### src/rtl/div_pkg.sv
// Shared types for the divider dispatcher: default width, FSM states, result record.
package div_pkg;

  localparam int unsigned DIV_W = 10;

  typedef enum logic [1:0] {
    IDLE,
    ISSUE,
    WAIT,
    DONE
  } div_state_e;

  typedef struct packed {
    logic [DIV_W-1:0] q;
    logic             ov;
    logic             dvz;
    logic             tmo;
  } div_res_t;

endpackage

### src/rtl/div_req_fifo.sv
// Request FIFO holding {a, b} operand pairs; a push into a full FIFO is refused even if a pop coincides.
module div_req_fifo
  import div_pkg::*;
#(
  parameter int unsigned W     = DIV_W,
  parameter int unsigned DEPTH = 4
) (
  input  logic         clk_i,
  input  logic         rst_i,
  input  logic         push_i,
  input  logic [W-1:0] a_i,
  input  logic [W-1:0] b_i,
  input  logic         pop_i,
  output logic [W-1:0] a_o,
  output logic [W-1:0] b_o,
  output logic         full_o,
  output logic         empty_o
);

  localparam int unsigned AW = $clog2(DEPTH);
  localparam logic [AW:0] FULL_CNT = (AW+1)'(DEPTH);

  logic [2*W-1:0] mem_q [DEPTH];
  logic [AW-1:0]  wr_ptr_q, rd_ptr_q;
  logic [AW:0]    count_q;
  logic           push_ok, pop_ok;

  assign full_o     = (count_q == FULL_CNT);
  assign empty_o    = (count_q == '0);
  assign push_ok    = push_i & ~full_o;
  assign pop_ok     = pop_i & ~empty_o;
  assign {a_o, b_o} = mem_q[rd_ptr_q];

  always_ff @(posedge clk_i or posedge rst_i) begin
    if (rst_i) begin
      wr_ptr_q <= '0;
      rd_ptr_q <= '0;
      count_q  <= '0;
    end else begin
      // Pointers are log2(DEPTH) wide, so increments wrap modulo DEPTH.
      if (push_ok) wr_ptr_q <= wr_ptr_q + AW'(1);
      if (pop_ok)  rd_ptr_q <= rd_ptr_q + AW'(1);
      unique case ({push_ok, pop_ok})
        2'b10:   count_q <= count_q + (AW+1)'(1);
        2'b01:   count_q <= count_q - (AW+1)'(1);
        default: count_q <= count_q;
      endcase
    end
  end

  always_ff @(posedge clk_i) begin
    if (push_ok) mem_q[wr_ptr_q] <= {a_i, b_i};
  end

endmodule

### src/rtl/div_dispatch.sv
// Queues divide requests and issues them one at a time to an external divider with timeout.
// Optional: DIV_DISPATCH_DVZ_BYPASS_EN completes divide-by-zero requests without the divider.
module div_dispatch
  import div_pkg::*;
#(
  parameter int unsigned W       = DIV_W,
  parameter int unsigned DEPTH   = 4,
  parameter int unsigned TIMEOUT = 48
) (
  input  logic         clk,
  input  logic         rst,
  input  logic         req_valid,
  output logic         req_ready,
  input  logic [W-1:0] req_a,
  input  logic [W-1:0] req_b,
  output logic         div_start,
  output logic [W-1:0] div_a,
  output logic [W-1:0] div_b,
  input  logic         div_busy,
  input  logic         div_valid,
  input  logic         div_ov,
  input  logic         div_dvz,
  input  logic [W-1:0] div_q,
  output logic         res_valid,
  input  logic         res_ready,
  output logic [W-1:0] res_q,
  output logic         res_ov,
  output logic         res_dvz,
  output logic         res_tmo
);

  localparam int unsigned CW = $clog2(TIMEOUT) + 1;

  div_state_e    state_q, state_d;
  logic [W-1:0]  op_a_q, op_a_d, op_b_q, op_b_d;
  logic [W-1:0]  res_q_q, res_q_d;
  logic          res_ov_q, res_ov_d, res_dvz_q, res_dvz_d, res_tmo_q, res_tmo_d;
  logic [CW-1:0] tmo_cnt_q, tmo_cnt_d;
  logic          fifo_pop, fifo_full, fifo_empty;
  logic [W-1:0]  fifo_a, fifo_b;

  div_req_fifo #(.W(W), .DEPTH(DEPTH)) u_fifo (
    .clk_i   (clk),
    .rst_i   (rst),
    .push_i  (req_valid),
    .a_i     (req_a),
    .b_i     (req_b),
    .pop_i   (fifo_pop),
    .a_o     (fifo_a),
    .b_o     (fifo_b),
    .full_o  (fifo_full),
    .empty_o (fifo_empty)
  );

  assign req_ready = ~fifo_full;
  assign div_start = (state_q == ISSUE);
  assign div_a     = op_a_q;
  assign div_b     = op_b_q;
  assign res_valid = (state_q == DONE);
  assign res_q     = res_q_q;
  assign res_ov    = res_ov_q;
  assign res_dvz   = res_dvz_q;
  assign res_tmo   = res_tmo_q;

  always_comb begin
    state_d   = state_q;
    op_a_d    = op_a_q;
    op_b_d    = op_b_q;
    res_q_d   = res_q_q;
    res_ov_d  = res_ov_q;
    res_dvz_d = res_dvz_q;
    res_tmo_d = res_tmo_q;
    tmo_cnt_d = tmo_cnt_q;
    fifo_pop  = 1'b0;
    unique case (state_q)
      IDLE: begin
        if (!fifo_empty) begin
          fifo_pop = 1'b1;
          op_a_d   = fifo_a;
          op_b_d   = fifo_b;
          state_d  = ISSUE;
`ifdef DIV_DISPATCH_DVZ_BYPASS_EN
          if (fifo_b == '0) begin
            res_q_d   = '0;
            res_ov_d  = 1'b0;
            res_dvz_d = 1'b1;
            res_tmo_d = 1'b0;
            state_d   = DONE;
          end
`endif
        end
      end
      ISSUE: begin
        tmo_cnt_d = '0;
        state_d   = WAIT;
      end
      WAIT: begin
        // tmo_cnt_q==0 marks the first WAIT cycle, where a lingering div_valid is ignored.
        if (tmo_cnt_q != '0 && div_valid && !div_busy) begin
          res_q_d   = div_q;
          res_ov_d  = div_ov;
          res_dvz_d = div_dvz;
          res_tmo_d = 1'b0;
          state_d   = DONE;
        end else if (tmo_cnt_q == CW'(TIMEOUT - 1)) begin
          res_q_d   = '0;
          res_ov_d  = 1'b0;
          res_dvz_d = 1'b0;
          res_tmo_d = 1'b1;
          state_d   = DONE;
        end else begin
          tmo_cnt_d = tmo_cnt_q + CW'(1);
        end
      end
      DONE: begin
        if (res_ready) state_d = IDLE;
      end
      default: state_d = IDLE;
    endcase
  end

  always_ff @(posedge clk or posedge rst) begin
    if (rst) begin
      state_q   <= IDLE;
      op_a_q    <= '0;
      op_b_q    <= '0;
      res_q_q   <= '0;
      res_ov_q  <= 1'b0;
      res_dvz_q <= 1'b0;
      res_tmo_q <= 1'b0;
      tmo_cnt_q <= '0;
    end else begin
      state_q   <= state_d;
      op_a_q    <= op_a_d;
      op_b_q    <= op_b_d;
      res_q_q   <= res_q_d;
      res_ov_q  <= res_ov_d;
      res_dvz_q <= res_dvz_d;
      res_tmo_q <= res_tmo_d;
      tmo_cnt_q <= tmo_cnt_d;
    end
  end

endmodule

### config.mk
export PLATFORM = sky130hd
export DESIGN_NAME = div_dispatch
export DESIGN_NICKNAME = d
export VERILOG_FILES = /design/src/rtl/div_pkg.sv /design/src/rtl/div_req_fifo.sv /design/src/rtl/div_dispatch.sv
export SDC_FILE = /design/constraint.sdc
export NUM_CORES = 1
export LEC_CHECK = 0
export CAP_MARGIN = 20
export CORE_MARGIN = 4
export CORE_UTILIZATION = 43
export CTS_CLUSTER_SIZE = 40
export DETAILED_ROUTE_END_ITERATION = 10
export GPL_TIMING_DRIVEN = 0
export PLACE_DENSITY_LB_ADDON = 0.2
export SKIP_LAST_GASP = 1
export SLEW_MARGIN = 20
export SYNTH_ARGS = -nofsm -noshare
export SYNTH_HDL_FRONTEND = slang
export SYNTH_SLANG_ARGS = --single-unit
export TNS_END_PERCENT = 20
### constraint.sdc
create_clock -name clk -period 3 [get_ports clk]
set_input_delay 0.6 -clock clk [delete_from_list [all_inputs] [get_ports clk]]
set_output_delay 0.6 -clock clk [all_outputs]
set_load 0.1 [all_outputs]
## Word level (Yosys, flattened, before mapping)

Memories as Yosys holds them, arrays and structs flattened. A register that Yosys moved wholly into a read port is not among the register bits.
Cells that the tools add are included.

| word-level totals | value |
|---|---|
| output and inout port bits | 36 |
| word-level logic and storage cells | 64 |
| memories kept | 1 |
| flip-flop bits (word level) | 29 |
| RAM bits | 80 |
| input port bits | 38 |

Memory list:

| memory | depth | bits a word | read ports | clocked after memory_dff | wr ports | line | RTL |
|---|---|---|---|---|---|---|---|
| u_fifo.mem_q | 4 | 20 | 1 | 1 | 1 | div_req_fifo.sv:23 | `logic [2*W-1:0] mem_q [DEPTH];` |

| cells by class | value |
|---|---|
| reduce and logical (&&, ||, !) cells | 13 |
| equal/unequal tests | 12 |
| multiplexer cells | 20 |
| add/sub/neg operators | 5 |
| bitwise gates (word level) | 4 |

Operators by type and width:

| operator | count |
|---|---|
| 10-bit two-way mux | 2 |
| 7-bit two-way mux | 2 |
| 7-bit one-hot mux with 2 select lines | 1 |
| 1-bit two-way mux | 9 |
| 2-bit two-way mux | 4 |
| 2-bit one-hot mux with 4 select lines | 1 |
| 7-bit by 1-bit adder with 7-bit output, second input constant | 1 |
| 7-bit by 6-bit == test with 1-bit output, second input constant | 1 |
| 7-bit nonzero test | 1 |
| 2-bit == test, second input constant | 3 |
| 2-bit != test, second input constant | 3 |
| 3-bit one-hot mux with 2 select lines | 1 |
| 3-bit AND reduction | 2 |
| 2-bit nonzero test | 3 |
| 2-bit by 1-bit adder with 2-bit output, second input constant | 2 |
| 2-bit by 1-bit == test with 1-bit output, second input constant | 2 |
| 2-bit AND reduction | 2 |
| 3-bit by 1-bit adder with 3-bit output, second input constant | 1 |
| 3-bit == test, second input constant | 1 |
| 3-bit zero test | 1 |
| 3-bit != test, second input constant | 1 |
| 3-bit by 1-bit subtractor with 3-bit output, second input constant | 1 |
| 1-bit AND | 2 |
| 1-bit logical AND | 2 |
| other kinds (4) | 5 |

## Depth between registers and ports, before layout

Gate-level depths: netlist (run 1).

| depth | value |
|---|---|
| depth after elaboration | 6 |
| depth in mapped cells | 11 |
| depth with buffers taken out | 10 |

## By module

From an unflattened synthesis (run 1), not the netlist that was laid out.

| second synthesis, totals | value |
|---|---|
| cells, all modules | 290 |
| area, all modules | 5,197.5 um^2 |

Modules (own cells, without submodules):

| module | instances | cells an instance | area each (um^2) | sequential area each (um^2) |
|---|---|---|---|---|
| div_req_fifo | 1 | 142 | 3,335.7 | 2,577.5 |
| div_dispatch | 1 | 148 | 1,861.8 | 1,051.0 |

## Worst setup path after synthesis (run 1)

Ideal clock, no wire load.

| timing path | value |
|---|---|
| kind | register -> register |
| start | register u_fifo.count_q[0] |
| end | register u_fifo.count_q[2] |
| arrival time | 2,729 ps |
| cell stages (with the launch flop) | 10 |
| data required time | 2,921 ps |
| setup time | 79 ps |
| path slack | 191 ps |
| clock period less this slack | 2,809 ps |
| path buffers | 0 |
| cells stage by stage | dfrtp_1 -> inv_1 -> nand3_1 -> nand2_1 -> ha_1 -> inv_1 -> fa_1 -> xor2_1 -> nor2_1 -> xor2_1 |

| between the ends | value |
|---|---|
| elaborated cells on any way between the ends | 14 |
| those cells by class | add/sub (2); eq/ne (3); mux (3); bitwise (4); reduce/logical (2) |

RTL lines:

| what | line | RTL |
|---|---|---|
| start, declared | div_req_fifo.sv:25 | `logic [AW:0] count_q;` |
| start signal, assigned | div_req_fifo.sv:44 | `2'b10: count_q <= count_q + (AW+1)'(1);` |
| start signal, assigned | div_req_fifo.sv:45 | `2'b01: count_q <= count_q - (AW+1)'(1);` |
| start signal, assigned | div_req_fifo.sv:46 | `default: count_q <= count_q;` |
| 3-bit == test (*) | div_req_fifo.sv:28 | `assign full_o = (count_q == FULL_CNT);` |
| 1-bit NOT (*) | -- |  |
| net req_ready | div_dispatch.sv:13 | `output logic req_ready,` |
| 1-bit AND (*) | div_req_fifo.sv:30 | `assign push_ok = push_i & ~full_o;` |
| 2-bit by 1-bit == test with 1-bit output / 2-bit == test (equally long branches) | div_req_fifo.sv:43 | `unique case ({push_ok, pop_ok})` |
| 3-bit one-hot mux with 2 select lines / 2-bit nonzero test (equally long branches) | -- |  |

Mark *: on every way through the listed nets, which the timed path passes. The rest lies on a longest branch.
A chain may end at the register's enable or synchronous reset.

## Worst setup path in the final report (run 1)

| timing path | value |
|---|---|
| start | register u_fifo.count_q[0] |
| end | output port req_ready |

| between the ends | value |
|---|---|
| longest elaborated chain between the ends | 2 |

RTL lines:

| what | line | RTL |
|---|---|---|
| 3-bit == test | div_req_fifo.sv:28 |  |
| 1-bit NOT | div_dispatch.sv:55 | `assign req_ready = ~fifo_full;` |
| end, declared | div_dispatch.sv:13 |  |

No other way between the ends.

==> flow_summary.toml, run 1 <==
[drt]
vias = 2751
drtPass1Iterations = 5
drc_errors = 0
via_per_inst = 5.18
wl_per_cell_um = 17.7
drt_iter0_markers = 103
ant_nets = 0
routed_wirelength_mm = 9.42

[placement]
dp_hpwl_mm = 6.01
io_buffer_count = 73
gp_congestion = 0.796

[logic_synthesis]
synth_flop_cell = "edfxtp_1"
synth_common_cells = "80 x edfxtp_1, 49 x dfrtp_1, 21 x mux2_2"
synth_cells = 282
ys_types = 40
netlist_area_um2 = 5140
postSynth.asyncResetShare_pct = 38.0
synth.most_common_cell = "edfxtp_1"
yosysTopAreaCell = "edfxtp_1"
seq_area_frac_synth_pct = 70.6
syn_nets = 333
synth-seq-cells = 129
synth_warnings = 0
ys_top_cells_by_area = "edfxtp_1 47%, dfrtp_1 24%, mux4_2 8.8%, mux2_2 4.6%, ha_1 2.9%"
synth_top_area_share_pct = 46.8
synth-edff-count = 80
synth_area_per_cell_um2 = 18.2

[layout]
diodes = 0
drive_above_1_share_pct = 24.0
nets = 426
syn2layout_area_growth_pct = 28.8
n_fill_cell = 920
seqCellArea_um2 = 3630
multiInputGateArea_um2 = 1400

[worst_setup_path]
cp.arrival_ps = 2220
startpoint_type = "flip-flop"
crit_buf_inv = 2
setup.worst_path.class = "reg2out"
required_ps = 2400
cp_num_cells = 3
cp_cell_sequence = "inv_1 -> nand3_1 -> clkdlybuf4s50_1"
cpLargestDelayFamily = "buffers and inverters"
worstSetupStartpoint = "u_fifo.count_q[0]"
slowest_stage = "clkdlybuf4s50_1"
cpPeakStageDelay_ps = 1170
ff2ff_path_depth = 11
reg2reg_from = "state_q[0]"
path_max_fanout = 6
crit_path_end_kind = "output port"

[hold_path]
hold_depth = 1
hp-start = "u_fifo.count_q[2]"
min_path_type = "reg2reg"

[cts]
hold_buffers = 0
cts_sinks = 129
clk_pin_slew_ps = 60
clockRootBuffer = "clkbuf_16"
clk_latency_ps = 410
cts_htree_levels = 4
postCtsSetupBuffers = 0
cts_buffers = 17
cts_tree = "built"
cts_resized = 0
clk_path_buf_depth = 2

[die]
fp.dieW_um = 117
row_count = 39
pin_count = 74
die_area_um2 = 13800
core_area_um2 = 11600
initial_core_util_pct = 44.4
die_y_um = 117

[timing]
relSlewSlack_pct = 32.6
fin_setup_tns_ps = 0
drv_slew = 0
hold_viol = 0
setup_viol = 0
tightest_slew_ps = 1010
period_needed_ps = 2820
max_freq_ghz = 0.355
fin_worst_skew_ps = 8.72
rsz0062_at_grt = "false"
finalCritPeriodShare_pct = 93.9

[global_routing]
grt_pass1_vias = 2987
antenna_found_initial = 0
grt-ovfl-total = 0
grt_max_degree = 50
gr-usage-all-layers_pct = 15.0
grt_pass1_wl_mm = 15.7

[flow_run]
maxCapViolations = 0

[status]
status = "finished clean"
-- cell families (layout without fill, tap and decap cells) --
kind of cell | count (synthesis) | after routing | synth area share, %
flip-flops | 129 | 129 | 70.6
adder cells (fa/ha/maj) | 13 | 13 | 3.31
XOR/XNOR | 6 | 6 | 1.02
AND/OR/NAND/NOR | 30 | 30 | 3.63
AO/OA/AOI/OAI | 33 | 33 | 5.19
multiplexers | 44 | 44 | 14.0
buffers and inverters | 27 | 133 | 2.26
-- flip-flops by register name (all words and copies together), names as in the netlist --
| register | flops |
|---|---|
| u_fifo.wr_ptr_q | 2 |
| tmo_cnt_q | 7 |
| u_fifo.mem_q | 80 |
| state_q | 2 |
| res_tmo | 1 |
| div_b | 10 |
| u_fifo.count_q | 3 |
| res_ov | 1 |
| div_a | 10 |
| res_q | 10 |
| u_fifo.rd_ptr_q | 2 |
| res_dvz | 1 |
-- worst paths after layout --
check | end | slack (ps)
max in group asynchronous | div_a[7] | 1930
setup reg to reg | u_fifo.count_q[2] | 600
setup / recovery | req_ready | 180
hold / removal | u_fifo.count_q[2] | 490
hold reg to reg | u_fifo.count_q[2] | 490
min in group asynchronous | u_fifo.count_q[2] | 640
-- layer usage --
layer	vias up	routed length (um)	GRT usage, %
met3	11	456	5.82
met1	1383	4200	18.4
met5	-	0	0
li1	1293	-	-
met4	0	125	5.94
met2	64	4640	24.1
-- placed cells by master, fill, tap and decap left out, types with 3 or more instances in the layout --
master / instances
dfrtp_1: 49
clkinv_2: 8
a22o_1: 13
buf_2: 6
clkbuf_16: 17
nand2_1: 5
xnor2_1: 4
edfxtp_1: 80
a31oi_1: 5
nor2_1: 4
mux4_2: 20
mux2i_1: 3
clkinv_4: 5
ha_1: 12
and3_1: 3
a21oi_1: 3
mux2_2: 21
and3_2: 3
inv_1: 16
clkdlybuf4s50_1: 73
-- per-stage QoR --
step,cell area (um^2),util (%),hold WS [ps],setup WS (ps),instances
6_report,6620,57.2,492,183,531
3_5_place_dp,6050,52.3,487,487,498
3_3_place_gp,6050,52.3,486,90.7,498
2_1_floorplan,5140,-,464,191,282
4_1_cts,6600,57.0,496,141,530
5_1_grt,6620,57.2,518,39.2,531
-- final cells by class --
class / count / area share (%)
Multi-Input combinational cell: 126 / 21.1
Sequential cell: 129 / 54.9
Clock inverter: 15 / 1.83
Clock buffer: 17 / 6.43
Buffer: 10 / 0.794
Timing Repair Buffer: 74 / 11.3
Tap cell: 143 / 2.70
Inverter: 17 / 1.00
Power of run 1 is not shown: default switching activity piles up to over one toggle a cycle in this logic, so the estimate is an artifact.
==> inputs of run 2 (changes only) <==
- CAP_MARGIN: 20 -> 30
==> run 2 against run 1 <==
Highest routed layer unchanged. Via count grew 0.18%. Critical endpoint unchanged. Non-clock buffer count rose by 3. Sequential share of layout area fell by 1.1 points. Worst setup slack got worse by 15 ps. First-iteration DRC count is 0.97% lower.
==> flow_summary.toml, run 2 (synthesis gave the netlist of run 1 again) <==
[layout]
largest_reg_flops = 80
syn2layout_area_growth_pct = 31.4
layout_commonest_cell = "edfxtp_1"
nets = 429
drive_above_1_share_pct = 23.5
diodes = 0
layout_common_cells = "80 x edfxtp_1, 73 x clkdlybuf4s50_1, 49 x dfrtp_1"
top_register = "u_fifo.mem_q"

[worst_setup_path]
crit_path_end_kind = "output port"
path_max_fanout = 6
reg2reg_from = "state_q[0]"
worstSetupStartpoint = "u_fifo.count_q[0]"
crit-reg2reg-capture = "u_fifo.count_q[2]"
cp.arrival_ps = 2230
required_ps = 2400
setup.worst_path.class = "reg2out"
ff2ff_path_depth = 11
crit_path_end = "req_ready"
startpoint_type = "flip-flop"
rrSetupSlack_ps = 560

[timing]
finalCritPeriodShare_pct = 94.4
fin_setup_tns_ps = 0
relSlewSlack_pct = 32.2
setup_viol = 0
tightest_slew_ps = 1010
fin_worst_skew_ps = 5.09
drv_slew = 0
max_freq_ghz = 0.353
period_needed_ps = 2830
rsz0062_at_grt = "false"
hold_viol = 0

[die]
die_area_um2 = 13800
initial_core_util_pct = 44.4
core_area_um2 = 11600
row_count = 39
fp.dieW_um = 117
pin_count = 74
die_y_um = 117

[drt]
drc_errors = 0
routed_wirelength_mm = 9.64
drtPass1Iterations = 4
vias = 2756
drt_iter0_markers = 102
via_per_inst = 5.16
ant_nets = 0
wl_per_cell_um = 18.1

[cts]
hold_buffers = 0
clk_pin_slew_ps = 50
clockRootBuffer = "clkbuf_16"
cts_htree_levels = 4
cts_buffers = 17
clk_latency_ps = 410
cts_tree = "built"
cts_resized = 0
cts_sinks = 129
postCtsSetupBuffers = 0
clk_path_buf_depth = 2

[global_routing]
gr-usage-all-layers_pct = 15.0
antenna_found_initial = 0
grt_pass1_vias = 2962
grt-ovfl-total = 0
grt_pass1_wl_mm = 15.7
grt_max_degree = 50

[hold_path]
min_path_type = "reg2reg"
hp-start = "res_dvz"

[placement]
dp_hpwl_mm = 6.33
io_buffer_count = 73
gp_congestion = 0.796

[flow_run]
maxCapViolations = 0

[status]
status = "finished clean"
## run 2: cell types whose count changed in the layout (fill, tap and decap cells not counted), sizes merged
| cell | change |
|---|---|
| buf | +3 |
| clkinv | -5 |
| bufinv | +3 |
| clkbuf | +1 |
| clkinvlp | +1 |
## run 2: critical path: stages (launching register included)
cell	delay, ps
dfrtp_1	380
inv_1	90
nand3_1	180
clkdlybuf4s50_1	1170
## run 2: per-stage QoR
| stage | setup slack, ps | area (um^2) | hold WS (ps) | std cells | util [%] |
|---|---|---|---|---|---|
| 6_report | 167 | 6750 | 496 | 534 | 58.4 |
| 3_3_place_gp | 90.7 | 6050 | 486 | 498 | 52.3 |
| 3_5_place_dp | 553 | 6120 | 482 | 502 | 52.9 |
| 5_1_grt | 59.0 | 6750 | 518 | 534 | 58.4 |
| 4_1_cts | 131 | 6750 | 502 | 534 | 58.4 |
| 2_1_floorplan | 191 | 5140 | 464 | 282 | - |
## run 2: worst min-delay path by stage
stage,endpoint,slack [ps],cells after the start
CTS,res_q[7],500,1
detailed placement,res_q[7],480,1
global placement,res_q[7],490,1
global route,div_a[8],520,1
finish,res_dvz,500,1
floorplan,u_fifo.count_q[2],460,1
## run 2: area by class of cell
class / instances / area (um^2)
Clock inverter: 14 / 189
Buffer: 10 / 52.6
Tap cell: 143 / 179
Clock buffer: 18 / 439
Inverter: 17 / 66.3
Fill cell: 874 / 4810
Sequential cell: 129 / 3630
Multi-Input combinational cell: 126 / 1390
Timing Repair Buffer: 77 / 803
## run 2: metal layers
| layer | vias up | track usage, % | routed length, um |
|---|---|---|---|
| met2 | 75 | 24.5 | 4860 |
| li1 | 1289 | - | - |
| met4 | 0 | 5.50 | 132 |
| met5 | - | 0 | 0 |
| met3 | 12 | 5.97 | 552 |
| met1 | 1380 | 18.1 | 4100 |
Power of run 2 is left out for the same reason.
==> inputs of run 3 (changes only) <==
==> constraint.sdc (replaced) <==
create_clock -name clk -period 3 [get_ports clk]
set_input_delay 0.45 -clock clk [delete_from_list [all_inputs] [get_ports clk]]
set_output_delay 0.45 -clock clk [all_outputs]
set_load 0.1 [all_outputs]
==> results of run 3 <==
Same layout as run 2 (identical final DEF). Status: finished clean.
Among the figures that moved: clock-pin slew on the worst setup and hold paths 50 ps -> 60 ps; setup slack after layout 167 ps -> 317 ps
Power of run 3 is left out for the same reason.
